--- src/rtl/alu_sweep_sequencer.sv ---
// alu_sweep_sequencer
// Runs an exhaustive self-check sweep over the operand-memory/ALU datapath.
// After an accepted start, it holds the memory initialise strobe high for
// INIT_CYCLES cycles. It then steps every ALU function code across every
// (address_a, address_b) pair. The loop order is b innermost, then a, then
// function outermost. Each operation is held for SETTLE+1 cycles. The
// result and flags are captured on the last edge of that window and folded
// into a rotating XOR signature and two flag counters.
//
// Handshake: start is a single-cycle request that is accepted only in IDLE
// when abort is low. busy is high from the accepted start until the sweep
// completes. done pulses for one cycle at completion. abort returns the
// block to IDLE on the next cycle from any active state, with no done pulse.
//
// Ports:
//   clk, rst_n            clock, asynchronous active-low reset
//   start, abort          sweep request / cancel
//   alu_result/zr/ng      datapath response
//   initialise            memory preload strobe
//   address_a/address_b   operand addresses
//   zx, nx, zy, ny, f, no ALU control bits
//   busy, done            sweep status
//   signature             running result signature
//   zr_count, ng_count    number of captures with zr=1 / ng=1
module alu_sweep_sequencer #(
  parameter int ADDR_W      = 5,
  parameter int DATA_W      = 16,
  parameter int INIT_CYCLES = 2,
  parameter int SETTLE      = 1
) (
  input  logic                  clk,
  input  logic                  rst_n,
  input  logic                  start,
  input  logic                  abort,
  input  logic [DATA_W-1:0]     alu_result,
  input  logic                  alu_zr,
  input  logic                  alu_ng,
  output logic                  initialise,
  output logic [ADDR_W-1:0]     address_a,
  output logic [ADDR_W-1:0]     address_b,
  output logic                  zx,
  output logic                  nx,
  output logic                  zy,
  output logic                  ny,
  output logic                  f,
  output logic                  no,
  output logic                  busy,
  output logic                  done,
  output logic [DATA_W-1:0]     signature,
  output logic [2*ADDR_W+4:0]   zr_count,
  output logic [2*ADDR_W+4:0]   ng_count
);

  localparam int CNT_W  = 2*ADDR_W + 5;
  localparam int INIT_W = (INIT_CYCLES > 1) ? $clog2(INIT_CYCLES) : 1;
  localparam logic [INIT_W-1:0] INIT_LAST   = INIT_W'(INIT_CYCLES - 1);
  localparam logic [3:0]        SETTLE_LAST = 4'(SETTLE);
  localparam logic [4:0]        LAST_FUNC   = 5'd17;
  localparam logic [ADDR_W-1:0] ADDR_MAX    = '1;

  typedef enum logic [1:0] {S_IDLE, S_INIT, S_RUN, S_DONE} state_t;

  state_t              state, state_d;
  logic [INIT_W-1:0]   init_cnt, init_cnt_d;
  logic [3:0]          settle_cnt, settle_cnt_d;
  logic [4:0]          func_idx, func_idx_d;
  logic [5:0]          ctrl, ctrl_d;
  logic [ADDR_W-1:0]   addr_a_d, addr_b_d;
  logic                initialise_d, busy_d, done_d;
  logic [DATA_W-1:0]   signature_d;
  logic [CNT_W-1:0]    zr_count_d, ng_count_d;

  // Function ROM: {zx,nx,zy,ny,f,no} for
  // 0, 1, -1, x, y, !x, !y, -x, -y, x+1, y+1, x-1, y-1, x+y, x-y, y-x, x&y, x|y
  function automatic logic [5:0] func_rom(input logic [4:0] idx);
    case (idx)
      5'd0:    func_rom = 6'b101010;
      5'd1:    func_rom = 6'b111111;
      5'd2:    func_rom = 6'b111010;
      5'd3:    func_rom = 6'b001100;
      5'd4:    func_rom = 6'b110000;
      5'd5:    func_rom = 6'b001101;
      5'd6:    func_rom = 6'b110001;
      5'd7:    func_rom = 6'b001111;
      5'd8:    func_rom = 6'b110011;
      5'd9:    func_rom = 6'b011111;
      5'd10:   func_rom = 6'b110111;
      5'd11:   func_rom = 6'b001110;
      5'd12:   func_rom = 6'b110010;
      5'd13:   func_rom = 6'b000010;
      5'd14:   func_rom = 6'b010011;
      5'd15:   func_rom = 6'b000111;
      5'd16:   func_rom = 6'b000000;
      5'd17:   func_rom = 6'b010101;
      default: func_rom = 6'b000000;
    endcase
  endfunction

  always_comb begin
    state_d      = state;
    init_cnt_d   = init_cnt;
    settle_cnt_d = settle_cnt;
    func_idx_d   = func_idx;
    ctrl_d       = ctrl;
    addr_a_d     = address_a;
    addr_b_d     = address_b;
    initialise_d = initialise;
    busy_d       = busy;
    done_d       = 1'b0;
    signature_d  = signature;
    zr_count_d   = zr_count;
    ng_count_d   = ng_count;

    case (state)
      S_IDLE: begin
        if (start && !abort) begin
          state_d      = S_INIT;
          init_cnt_d   = '0;
          settle_cnt_d = '0;
          func_idx_d   = '0;
          ctrl_d       = '0;
          addr_a_d     = '0;
          addr_b_d     = '0;
          initialise_d = 1'b1;
          busy_d       = 1'b1;
          signature_d  = '0;
          zr_count_d   = '0;
          ng_count_d   = '0;
        end
      end

      S_INIT: begin
        if (init_cnt == INIT_LAST) begin
          state_d      = S_RUN;
          initialise_d = 1'b0;
          settle_cnt_d = '0;
          ctrl_d       = func_rom(func_idx);
        end else begin
          init_cnt_d = init_cnt + INIT_W'(1);
        end
      end

      S_RUN: begin
        if (settle_cnt == SETTLE_LAST) begin
          // Capture edge: fold the response in and advance to the next operation.
          signature_d  = {signature[DATA_W-2:0], signature[DATA_W-1]} ^ alu_result;
          zr_count_d   = zr_count + CNT_W'(alu_zr);
          ng_count_d   = ng_count + CNT_W'(alu_ng);
          settle_cnt_d = '0;
          addr_b_d     = address_b + ADDR_W'(1);
          if (address_b == ADDR_MAX) begin
            addr_a_d = address_a + ADDR_W'(1);
            if (address_a == ADDR_MAX) begin
              if (func_idx == LAST_FUNC) begin
                state_d    = S_DONE;
                func_idx_d = '0;
                busy_d     = 1'b0;
                done_d     = 1'b1;
              end else begin
                func_idx_d = func_idx + 5'd1;
              end
            end
          end
          ctrl_d = (state_d == S_DONE) ? 6'b000000 : func_rom(func_idx_d);
        end else begin
          settle_cnt_d = settle_cnt + 4'd1;
        end
      end

      S_DONE: begin
        state_d = S_IDLE;
      end

      default: begin
        state_d = S_IDLE;
      end
    endcase

    // abort overrides everything above. The captured results keep their partial values.
    if (abort && (state != S_IDLE)) begin
      state_d      = S_IDLE;
      init_cnt_d   = '0;
      settle_cnt_d = '0;
      func_idx_d   = '0;
      ctrl_d       = '0;
      addr_a_d     = '0;
      addr_b_d     = '0;
      initialise_d = 1'b0;
      busy_d       = 1'b0;
      done_d       = 1'b0;
      signature_d  = signature;
      zr_count_d   = zr_count;
      ng_count_d   = ng_count;
    end
  end

  always_ff @(posedge clk or negedge rst_n) begin
    if (!rst_n) begin
      state      <= S_IDLE;
      init_cnt   <= '0;
      settle_cnt <= '0;
      func_idx   <= '0;
      ctrl       <= '0;
      address_a  <= '0;
      address_b  <= '0;
      initialise <= 1'b0;
      busy       <= 1'b0;
      done       <= 1'b0;
      signature  <= '0;
      zr_count   <= '0;
      ng_count   <= '0;
    end else begin
      state      <= state_d;
      init_cnt   <= init_cnt_d;
      settle_cnt <= settle_cnt_d;
      func_idx   <= func_idx_d;
      ctrl       <= ctrl_d;
      address_a  <= addr_a_d;
      address_b  <= addr_b_d;
      initialise <= initialise_d;
      busy       <= busy_d;
      done       <= done_d;
      signature  <= signature_d;
      zr_count   <= zr_count_d;
      ng_count   <= ng_count_d;
    end
  end

  assign {zx, nx, zy, ny, f, no} = ctrl;

endmodule

--- config.mk ---
export PLATFORM = sky130hd
export DESIGN_NAME = alu_sweep_sequencer
export DESIGN_NICKNAME = d
export VERILOG_FILES = /design/src/rtl/alu_sweep_sequencer.sv
export SDC_FILE = /design/constraint.sdc
export NUM_CORES = 1
export LEC_CHECK = 0
export ABC_AREA = 0
export CORE_UTILIZATION = 57
export CTS_CLUSTER_SIZE = 40
export DETAILED_ROUTE_END_ITERATION = 8
export GPL_ROUTABILITY_DRIVEN = 0
export PLACE_DENSITY = 0.86
export SYNTH_ARGS = -nofsm -noshare
export SYNTH_HDL_FRONTEND = slang
export SYNTH_SLANG_ARGS = --single-unit
--- constraint.sdc ---
create_clock -name clk -period 4.5 [get_ports clk]
set_clock_uncertainty 0.1 [all_clocks]
set_input_delay 0.9 -clock clk [delete_from_list [all_inputs] [get_ports clk]]
set_output_delay 0.9 -clock clk [all_outputs]
set_load 0.1 [all_outputs]
Word-level counts from Yosys, hierarchy flattened
Memory sizes are Yosys's and may differ from the RTL's.
Index checks and enable logic that the tools add are counted.
- eq/ne operators: 16
- reductions and logical operators: 18
- add/sub/neg operators: 7
- bitwise gates (word level): 2
- multiplexer cells: 65
- operators with widths (operator ; number):
    5-bit 2-to-1 mux ; 13
    15-bit case mux with 2 select lines ; 2
    15-bit 2-to-1 mux ; 3
    16-bit 2-to-1 mux ; 2
    16-bit case mux with 2 select lines ; 1
    15-bit by 1-bit adder with 15-bit output ; 2
    6-bit 2-to-1 mux ; 5
    5-bit case mux with 2 select lines ; 3
    2-bit 2-to-1 mux ; 9
    3-bit != test, second input constant ; 6
    6-bit case mux with 3 select lines ; 1
    1-bit 2-to-1 mux ; 17
    4-bit 2-to-1 mux ; 4
    16-bit bitwise XOR ; 1
    5-bit by 1-bit adder with 5-bit output, second input constant ; 3
    5-bit equality test, second input constant ; 3
    4-bit case mux with 3 select lines ; 1
    3-bit AND reduction ; 4
    4-bit AND reduction ; 3
    2-bit case mux with 4 select lines ; 1
    2-bit equality test, second input constant ; 3
    1-bit case mux with 2 select lines ; 3
    6-bit AND reduction ; 1
    3-bit nonzero test ; 2
    12 further kinds ; 15
- input bits: 22
- output and inout bits: 65
- register bits: 77
- memories kept: 2
- memory bits (read-only): 384
- word-level logic and storage cells: 123
- memory list (name ; words ; width ; rd ports ; clocked after memory_dff ; wr ports ; line ; RTL):
    (name not given) ; 32 ; 6 ; 1 ; 0 ; 0 ; 76 ; case (idx)
    (name not given) ; 32 ; 6 ; 1 ; 0 ; 0 ; 76 ;

Logic depth before layout (Yosys ltp)
Gate-level depths: netlist of the first run.
- depth in word-level cells: 11
- gate-level depth with buffers: 13
- gate-level depth less buffers: 11

Worst setup path before layout of the first run
OpenSTA, ideal clock, no wires.
- path kind: register -> register
- from: register address_b[0]
- to: register ctrl[2]
- clock period less this slack: 3.619 ns
- cell stages (with the launch flop): 14
- arrival time: 3.393 ns
- buffers on the path: 2
- setup time: 0.126 ns
- slack: 0.881 ns
- data required time: 4.274 ns
- cells stage by stage: dfrtp_1 -> ha_1 -> and3_1 -> ha_1 -> clkbuf_1 -> clkbuf_1 -> nand3_1 -> o2bb2ai_1 -> inv_1 -> ha_1 -> o21ai_0 -> or4_1 -> a21oi_1 -> a221o_1
- cells in the longest elaborated chain, start to end: 9
- elaborated cells on any way between the ends: 13
- those cells by class: eq/ne (2); mux (10); memory (1)
- ends and longest elaborated chain (what ; line ; RTL):
    start, declared ; 40 ; output logic [ADDR_W-1:0] address_b,
    start signal, assigned ; 219 ; address_b <= addr_b_d;
    5-bit equality test (*) ; 151 ; if (address_b == ADDR_MAX) begin
    5-bit 2-to-1 mux / 2-bit 2-to-1 mux (equally long branches) ; 151 ;
    5-bit 2-to-1 mux / 2-bit 2-to-1 mux (equally long branches) ; 144 ; if (settle_cnt == SETTLE_LAST) begin
    5-bit 2-to-1 mux / 2-bit 2-to-1 mux (equally long branches) ; 114 ; case (state)
    memory read 32 x 6 bit / 2-bit equality test (equally long branches) ; n/a ;
    6-bit 2-to-1 mux (*) ; 164 ; ctrl_d = (state_d == S_DONE) ? 6'b000000 : func_rom(func_idx_d);
    6-bit 2-to-1 mux (*) ; 144 ;
    6-bit case mux with 3 select lines (*) ; 114 ;
    6-bit 2-to-1 mux (*) ; 180 ; if (abort && (state != S_IDLE)) begin
    end signal, assigned ; 217 ; ctrl <= ctrl_d;
    end, declared ; 67 ; logic [5:0] ctrl, ctrl_d;
Every way passes the cells marked *; elsewhere a longest branch is shown, timed or not. The select of a mux whose other input is x is not followed.
A chain may end at the register's enable or synchronous reset.

Worst setup path in the final report of the first run
Ends and elaborated chain as after synthesis.

==> metrics.md, run 1 <==
| Metric | Value |
|---|---|
| PwrDens | around 450 nW/um^2 |
| RSZ-0062 raised after global routing | false |
| Hold buffers post-CTS | 0 |
| Min-Delay Path Depth | 2 |
| Sequential area share after synthesis | between 40% and 50% |
| Hold Path End | signature[6] |
| Remaining global-route overflow | 0 |
| Syn avg cell area | around 9 um^2 |
| Total iterations of the first detailed-routing run | 5 |
| Max Slew Vio Count | 0 |
| R2R Path End | ctrl[2] |
| Reg clk slew, reported paths | 80 ps |
| Critical path data required time | approximately 4600 ps |
| Synth area leader | dfrtp_1 |
| Clock buffer depth | 2 |
| Synth Flop Type | dfrtp_1 |
| Cell repeated most along the worst path | ha_1 |
| EDFF count, synth | 0 |
| Relative slew slack | about a quarter |
| Crit path max-delay family | compound AO/OA/AOI/OAI gates |
| DP Wirelength | between 8000 and 9000 um |
| Max-capacitance violation count | 0 |
| Wirelength, routed | 11900 um |
| Antenna violations before repair | 0 |
| Worst-path maximum fanout | 18 |
| All-Layer GR Usage | between 20% and 30% |
| Die height | 92.3 um |
| Worst hold start | signature[6] |
| Worst-margin pin slew | approximately 1100 ps |
| First-pass GRT wire length | 19700 um |
| Row count | 32 |
| Die ar. | 8520 um^2 |
| CTS H-tree lvls | 3 |
| Crit path largest cell delay | 620 ps |
| Vias per inst | between 6 and 7 |
| Final period util | approximately 76% |
| Critical Path Sink Type | register |
| Hold_ws | 423 ps |
| Vias in the first global route | just over 4000 |
| Largest net degree at the start of global routing | 78 |
| Initial Util | 59.5% |
| Final Hold Viols | 0 |
| Syn-to-layout area delta | 23.7% |
| Ys Warns | 0 |
| Min cycle time layout | ~3400 ps |
| Leak Pwr | between 2 and 3 nW |
| Final ANT Viol Nets | 0 |
| Critical Path AT | around 3600 ps |
| Reg2reg setup slack | ~1100 ps |
| # IOs | 87 |
| # nets final | about 630 |
| DRT iter0 DRCs | 277 |
| Hold Path Class | register to register |
| CP bufs+invs | 0 |
| Share of cells above drive strength 1 | under 10% |
| Area contributors post-synth | dfrtp_1, ha_1, nand2_1 |
| Port Buf Inserts | 86 |
| Clock sink count | 77 |
| Synth Cell Area | between 4000 and 5000 um^2 |
| Setup TNS | 0 ps |
| Cells after Synth | a little over 500 |
| Final core occ | between 70% and 80% |
| Final setup violation count | 0 |
| Clk_lat worst skew | 360 ps |
| Nature of the critical path startpoint | register |
| Register-to-Register Path Depth | 8 |
| Clock Tree Root | clkbuf_8 |
| Number of post-CTS setup repair buffers | 0 |
| CORE AREA | about 7800 um^2 |
| CTS tree | built |
| Post-Syn Nets | approximately 560 |
| Share of the synthesized area in the top cell type | 41.5% |
| Reg-to-reg startpoint | address_b[0] |
| Post-CTS Resized | 0 |
| Post-route DRC | 0 |
| Post-synth ARST share | 100% |
| Achievable frequency | 0.291 GHz |
| Antenna cells | 0 |
| Status | finished clean |
| Seq cells post-synth | a little under 80 |
| Routed WL per cell | 17.3 um |
| Worst VDD drop | approximately 370 uV |
| CTS Buf Count | 9 |
| Chip width | 92.3 um |
| DR vias | ~4400 |
| CP max stage cell | a2111o_1 |
| Kind of critical path | register to register |
| Post-synth cell types | 60 |
| CP cell instances | ha_1 -> and3_1 -> ha_1 -> nand2_1 -> a2111o_1 -> or2_2 -> a311o_1 -> a221o_1 |
## metal layers
layer / share of wire, % / up-vias / GRT usage [%]
met5: 0 / - / 0
met4: 2.0 / 0 / 9.64
met3: 6.7 / 27 / 5.42
met2: 50 / 213 / 49.1
met1: 41 / 2116 / 38.1
li1: - / 1997 / -
## report_power, final
group	switching [W]	internal (W)	leakage, nW
Sequential	0.0000749	0.000766	1.06
Clock	0.000269	0.000313	0.103
Combinational	0.000866	0.000281	1.45
## synthesized netlist by cell type (5+ instances only)
cell type	n
nand2_1	69
a21o_1	10
dfrtp_1	77
xor2_1	16
o21ai_0	33
clkbuf_1	20
nor2_1	32
nor4_1	9
mux2i_1	5
xnor2_1	8
inv_1	15
mux2_2	8
nor3_1	12
nand2b_1	7
and3_1	9
nand4_1	7
a21oi_1	13
a22o_1	26
nand3_1	36
ha_1	23
## metrics by stage
stage | setup WS (ps) | std cells | power [W] | area [um^2]
after CTS | 1140 | 688 | 0.00256 | 5750
after detailed placement | 1010 | 673 | 0.00199 | 5540
after global placement | 1210 | 673 | 0.00196 | 5540
final | 1060 | 688 | 0.00257 | 5750
after global routing | 881 | 688 | 0.00269 | 5750
after floorplan | 881 | 510 | 0.00171 | 4650
## layout make-up
cell class | count | area (um^2)
multi-input cells | 390 | 2550
fillers | 582 | 2060
flip-flops and latches | 77 | 1930
repair buffers | 89 | 881
clock buffers | 10 | 128
well taps | 102 | 128
clock inverters | 5 | 85.1
inverters | 15 | 56.3
## cells by family (layout without fill, tap and decap cells)
| family | Yosys count | after routing | synth area share, % |
|---|---|---|---|
| AOI/OAI and AO/OA | 123 | 123 | 18.8 |
| buffers and inverters | 43 | 119 | 3.90 |
| adders and majority gates | 24 | 24 | 6.41 |
| DFF | 77 | 77 | 41.5 |
| muxes | 13 | 13 | 3.02 |
| and+or+nand+nor | 206 | 206 | 21.8 |
| xor gates and xnor gates | 24 | 24 | 4.52 |
## how the worst max path moves through the flow
stage,start,endpoint,slack [ps],cells past startpoint
finish,address_b[0],ctrl[2],1060,8
global route,address_b[0],ctrl[2],880,8
CTS,address_b[0],ctrl[2],1140,8
detailed placement,abort,ctrl[5],1010,5
global placement,abort,ctrl[5],1210,5
floorplan,address_b[0],ctrl[2],880,13
## registers in the layout (all words and copies together), names as in the netlist
| name | cells |
|---|---|
| settle_cnt | 4 |
| func_idx | 5 |
| ng_count | 15 |
| initialise | 1 |
| zr_count | 15 |
| done | 1 |
| address_b | 5 |
| address_a | 5 |
| init_cnt | 1 |
| signature | 16 |
| busy | 1 |
| ctrl | 6 |
| state | 2 |
## cells in the final DEF, fill, tap and decap left out, types with 5 or more instances in the layout
cell             netlist  routed
nor2_1                32      32
mux2i_1                5       5
o21ai_0               33      33
mux2_2                 8       8
clkdlybuf4s50_1        0      85
nor4_1                 9       9
nand2_1               69      69
nor3_1                12      12
ha_1                  23      23
xnor2_1                8       8
inv_1                 15      15
dfrtp_1               77      77
nand3_1               36      36
clkbuf_8               0       9
a21o_1                10      10
nand2b_1               7       7
a21oi_1               13      13
xor2_1                16      16
a22o_1                26      26
and3_1                 9       9
nand4_1                7       7
## worst reg2reg max path: stages (launching register included)
cell	delay (ps)
dfrtp_1	430
ha_1	220
and3_1	170
ha_1	540
nand2_1	240
a2111o_1	620
or2_2	350
a311o_1	370
a221o_1	300
Power figures use the tool's default switching activity.
==> inputs of run 2 (changes only) <==
Settings changed: CORE_UTILIZATION 57 to 48, PLACE_DENSITY 0.86 to 0.77.
Clock period 4.5 ns to 3.06 ns, I/O delays scaled along.
==> run 2 against run 1 <==
Against the previous run: non-clock buffer count increased by 21; die area is 18% higher; routed wire length shrank 3.5%; combinational power rose by 52%; critical path depth did not move; final cell count increased by 7.0%; critical path type unchanged; total power rose by 47%; via count is 2.7% lower; largest power group unchanged.
==> metrics.md, run 2 (synthesis results as in run 1) <==
| Metric | Value |
|---|---|
| Reg power frac | 32.5% (-0.2 points) |
| Wirelength, routed | 11500 um (-3.5%) |
| Vias per inst | 5.76 (-9.0%) |
| Hold Path Class | input pin to async pin |
| RSZ-0062 raised after global routing | false |
| PwrDens | 646 nW/um^2 (+45%) |
| Leak Pwr | 2.82 nW (+7.8%) |
| Remaining global-route overflow | 0 (unchanged) |
| Final ANT Viol Nets | 0 (unchanged) |
| Port Buf Inserts | 86 (unchanged) |
| Status | finished clean |
| DP Wirelength | 8410 um (+2.1%) |
| Final period util | 95.7% (+19 points) |
| Clock buffer depth | 2 (unchanged) |
| Comb pwr share | 46.5% (+1.9 points) |
| DR vias | 4237 (-2.7%) |
| Max reg flops | 16 (unchanged) |
| Vias in the first global route | 4038 (-1.3%) |
| Max-capacitance violation count | 0 (unchanged) |
| Worst-margin pin slew | 625 ps (-497 ps) |
| Min cycle time layout | 2930 ps (-508 ps) |
| Relative slew slack | 58.3% (+33 points) |
| Largest net degree at the start of global routing | 49 (-37%) |
| Syn-to-layout area delta | 25.6% |
| Row count | 35 (+9.4%) |
| Reg-to-reg startpoint | address_b[0] |
| Kind of critical path | register to register |
| All-Layer GR Usage | 23.9% (-5.3 points) |
| Die ar. | 10100 um^2 (+18%) |
| Routed WL per cell | 15.6 um (-9.8%) |
| Achievable frequency | 0.341 GHz (+17%) |
| CTS tree | built |
| Commonest non-fill, non-tap cells in the layout | buf_4, nand2_1, dfrtp_1 |
| Register-to-Register Path Depth | 8 (unchanged) |
| Clk_lat worst skew | 350 ps (about the same) |
| Initial Util | 49.8% (-9.7 points) |
| Storage cell area | 1950 um^2 (+1.2%) |
| Nature of the critical path startpoint | register |
| CTS H-tree lvls | 3 (unchanged) |
| Setup TNS | 0 ps (unchanged) |
| Sw frac | 46.8% (-0.29 points) |
| Fill cells | 824 (+42%) |
| Power Total | 0.00377 W (+47%) |
| CTS Buf Count | 9 (unchanged) |
| Biggest registers after layout | signature x16, ng_count x15, zr_count x15 |
| Antenna cells | 0 (unchanged) |
| Chip width | 100 um (+8.8%) |
| Antenna violations before repair | 0 (unchanged) |
| Worst VDD drop | 316 uV (-14%) |
| Clock power share | 21.0% (-1.6 points) |
| DRT iter0 DRCs | 197 (-29%) |
| Final setup violation count | 0 (unchanged) |
| Total iterations of the first detailed-routing run | 5 (unchanged) |
| R2R Path End | ctrl[2] |
| # nets final | 648 (+3.3%) |
| Post-route DRC | 0 (unchanged) |
| Max Slew Vio Count | 0 (unchanged) |
| Most flop-heavy register | signature |
| Die height | 100 um (+8.8%) |
| Reg2reg setup slack | 130 ps (-930 ps) |
| # IOs | 87 (unchanged) |
| Hold buffers post-CTS | 0 (unchanged) |
| Critical Path Sink Type | register |
| Critical Path AT | 3060 ps (-510 ps) |
| Reg clk slew, reported paths | 80 ps (about the same) |
| Clock Tree Root | clkbuf_8 |
| CORE AREA | 9330 um^2 (+19%) |
| First-pass GRT wire length | 19200 um (-2.7%) |
| Worst-path maximum fanout | 6 (-12) |
| Clock sink count | 77 (unchanged) |
| Internal power | 0.00201 W (+48%) |
| Multi-input gate area | 2600 um^2 (+2.0%) |
| Share of cells above drive strength 1 | 22.4% (+17 points) |
| Most common cell after layout, fill and taps aside | buf_4 |
| Final Hold Viols | 0 (unchanged) |
| Switching power | 0.00176 W (+46%) |
| Critical path data required time | 3190 ps (-1440 ps) |
run 2: power groups by stage:
stage,combinational (W),clock [W],sequential [W]
3_3_place_gp,0.00173,0,0.00124
5_1_grt,0.00190,0.000847,0.00124
2_1_floorplan,0.000721,0,0.00179
4_1_cts,0.00176,0.000809,0.00123
6_report,0.00175,0.000792,0.00123
3_5_place_dp,0.00176,0,0.00125
run 2: metal layers:
layer,wire [um],part of all wire [%],GRT usage (%),up-vias
met5,0,0,0,-
met4,121,1.1,7.25,0
met3,553,4.8,4.60,14
met2,5720,50,40.5,130
met1,5120,44,31.1,2055
li1,-,-,-,2038
run 2: worst max path at each step:
stage | from | to | cells after the start
floorplan | address_b[0] | ctrl[2] | 9
global placement | address_a[0] | ctrl[2] | 8
detailed placement | address_a[0] | ctrl[2] | 8
CTS | address_a[0] | ctrl[2] | 8
global route | address_b[0] | ctrl[3] | 9
finish | address_b[0] | ctrl[2] | 8
run 2: final cells by class:
| cell class | instances | share of cell area, % |
|---|---|---|
| clock buffers | 11 | 2.59 |
| clock inverters | 4 | 0.814 |
| inverters | 15 | 0.964 |
| multi-input cells | 390 | 44.5 |
| flip-flops and latches | 77 | 33.4 |
| well taps | 129 | 2.76 |
| repair buffers | 110 | 15.0 |
run 2: critical path, stage by stage, from the launching register on:
cell      delay [ps]
dfrtp_4          520
ha_4             180
and3_1           170
ha_1             240
and4_1           240
a2111o_1         400
or2_2            310
a311o_1          350
a221o_1          300
run 2: through the flow:
stage | std cells | util, % | area (um^2) | worst slack (ps) | hold WS (ps)
global route | 736 | 62.6 | 5840 | 2.53 | 212
finish | 736 | 62.6 | 5840 | 131 | 176
floorplan | 510 | - | 4700 | 3.46 | 216
CTS | 736 | 62.4 | 5820 | 99.9 | 192
detailed placement | 721 | 60.3 | 5620 | 110 | 396
global placement | 721 | 60.3 | 5620 | 169 | 396
run 2: repair_timing:
action                                  CTS  global route
endpoints found under the hold margin     0             0
setup buffers                             0             0
endpoints found under the setup margin    0             3
gates resized for setup                   0             4
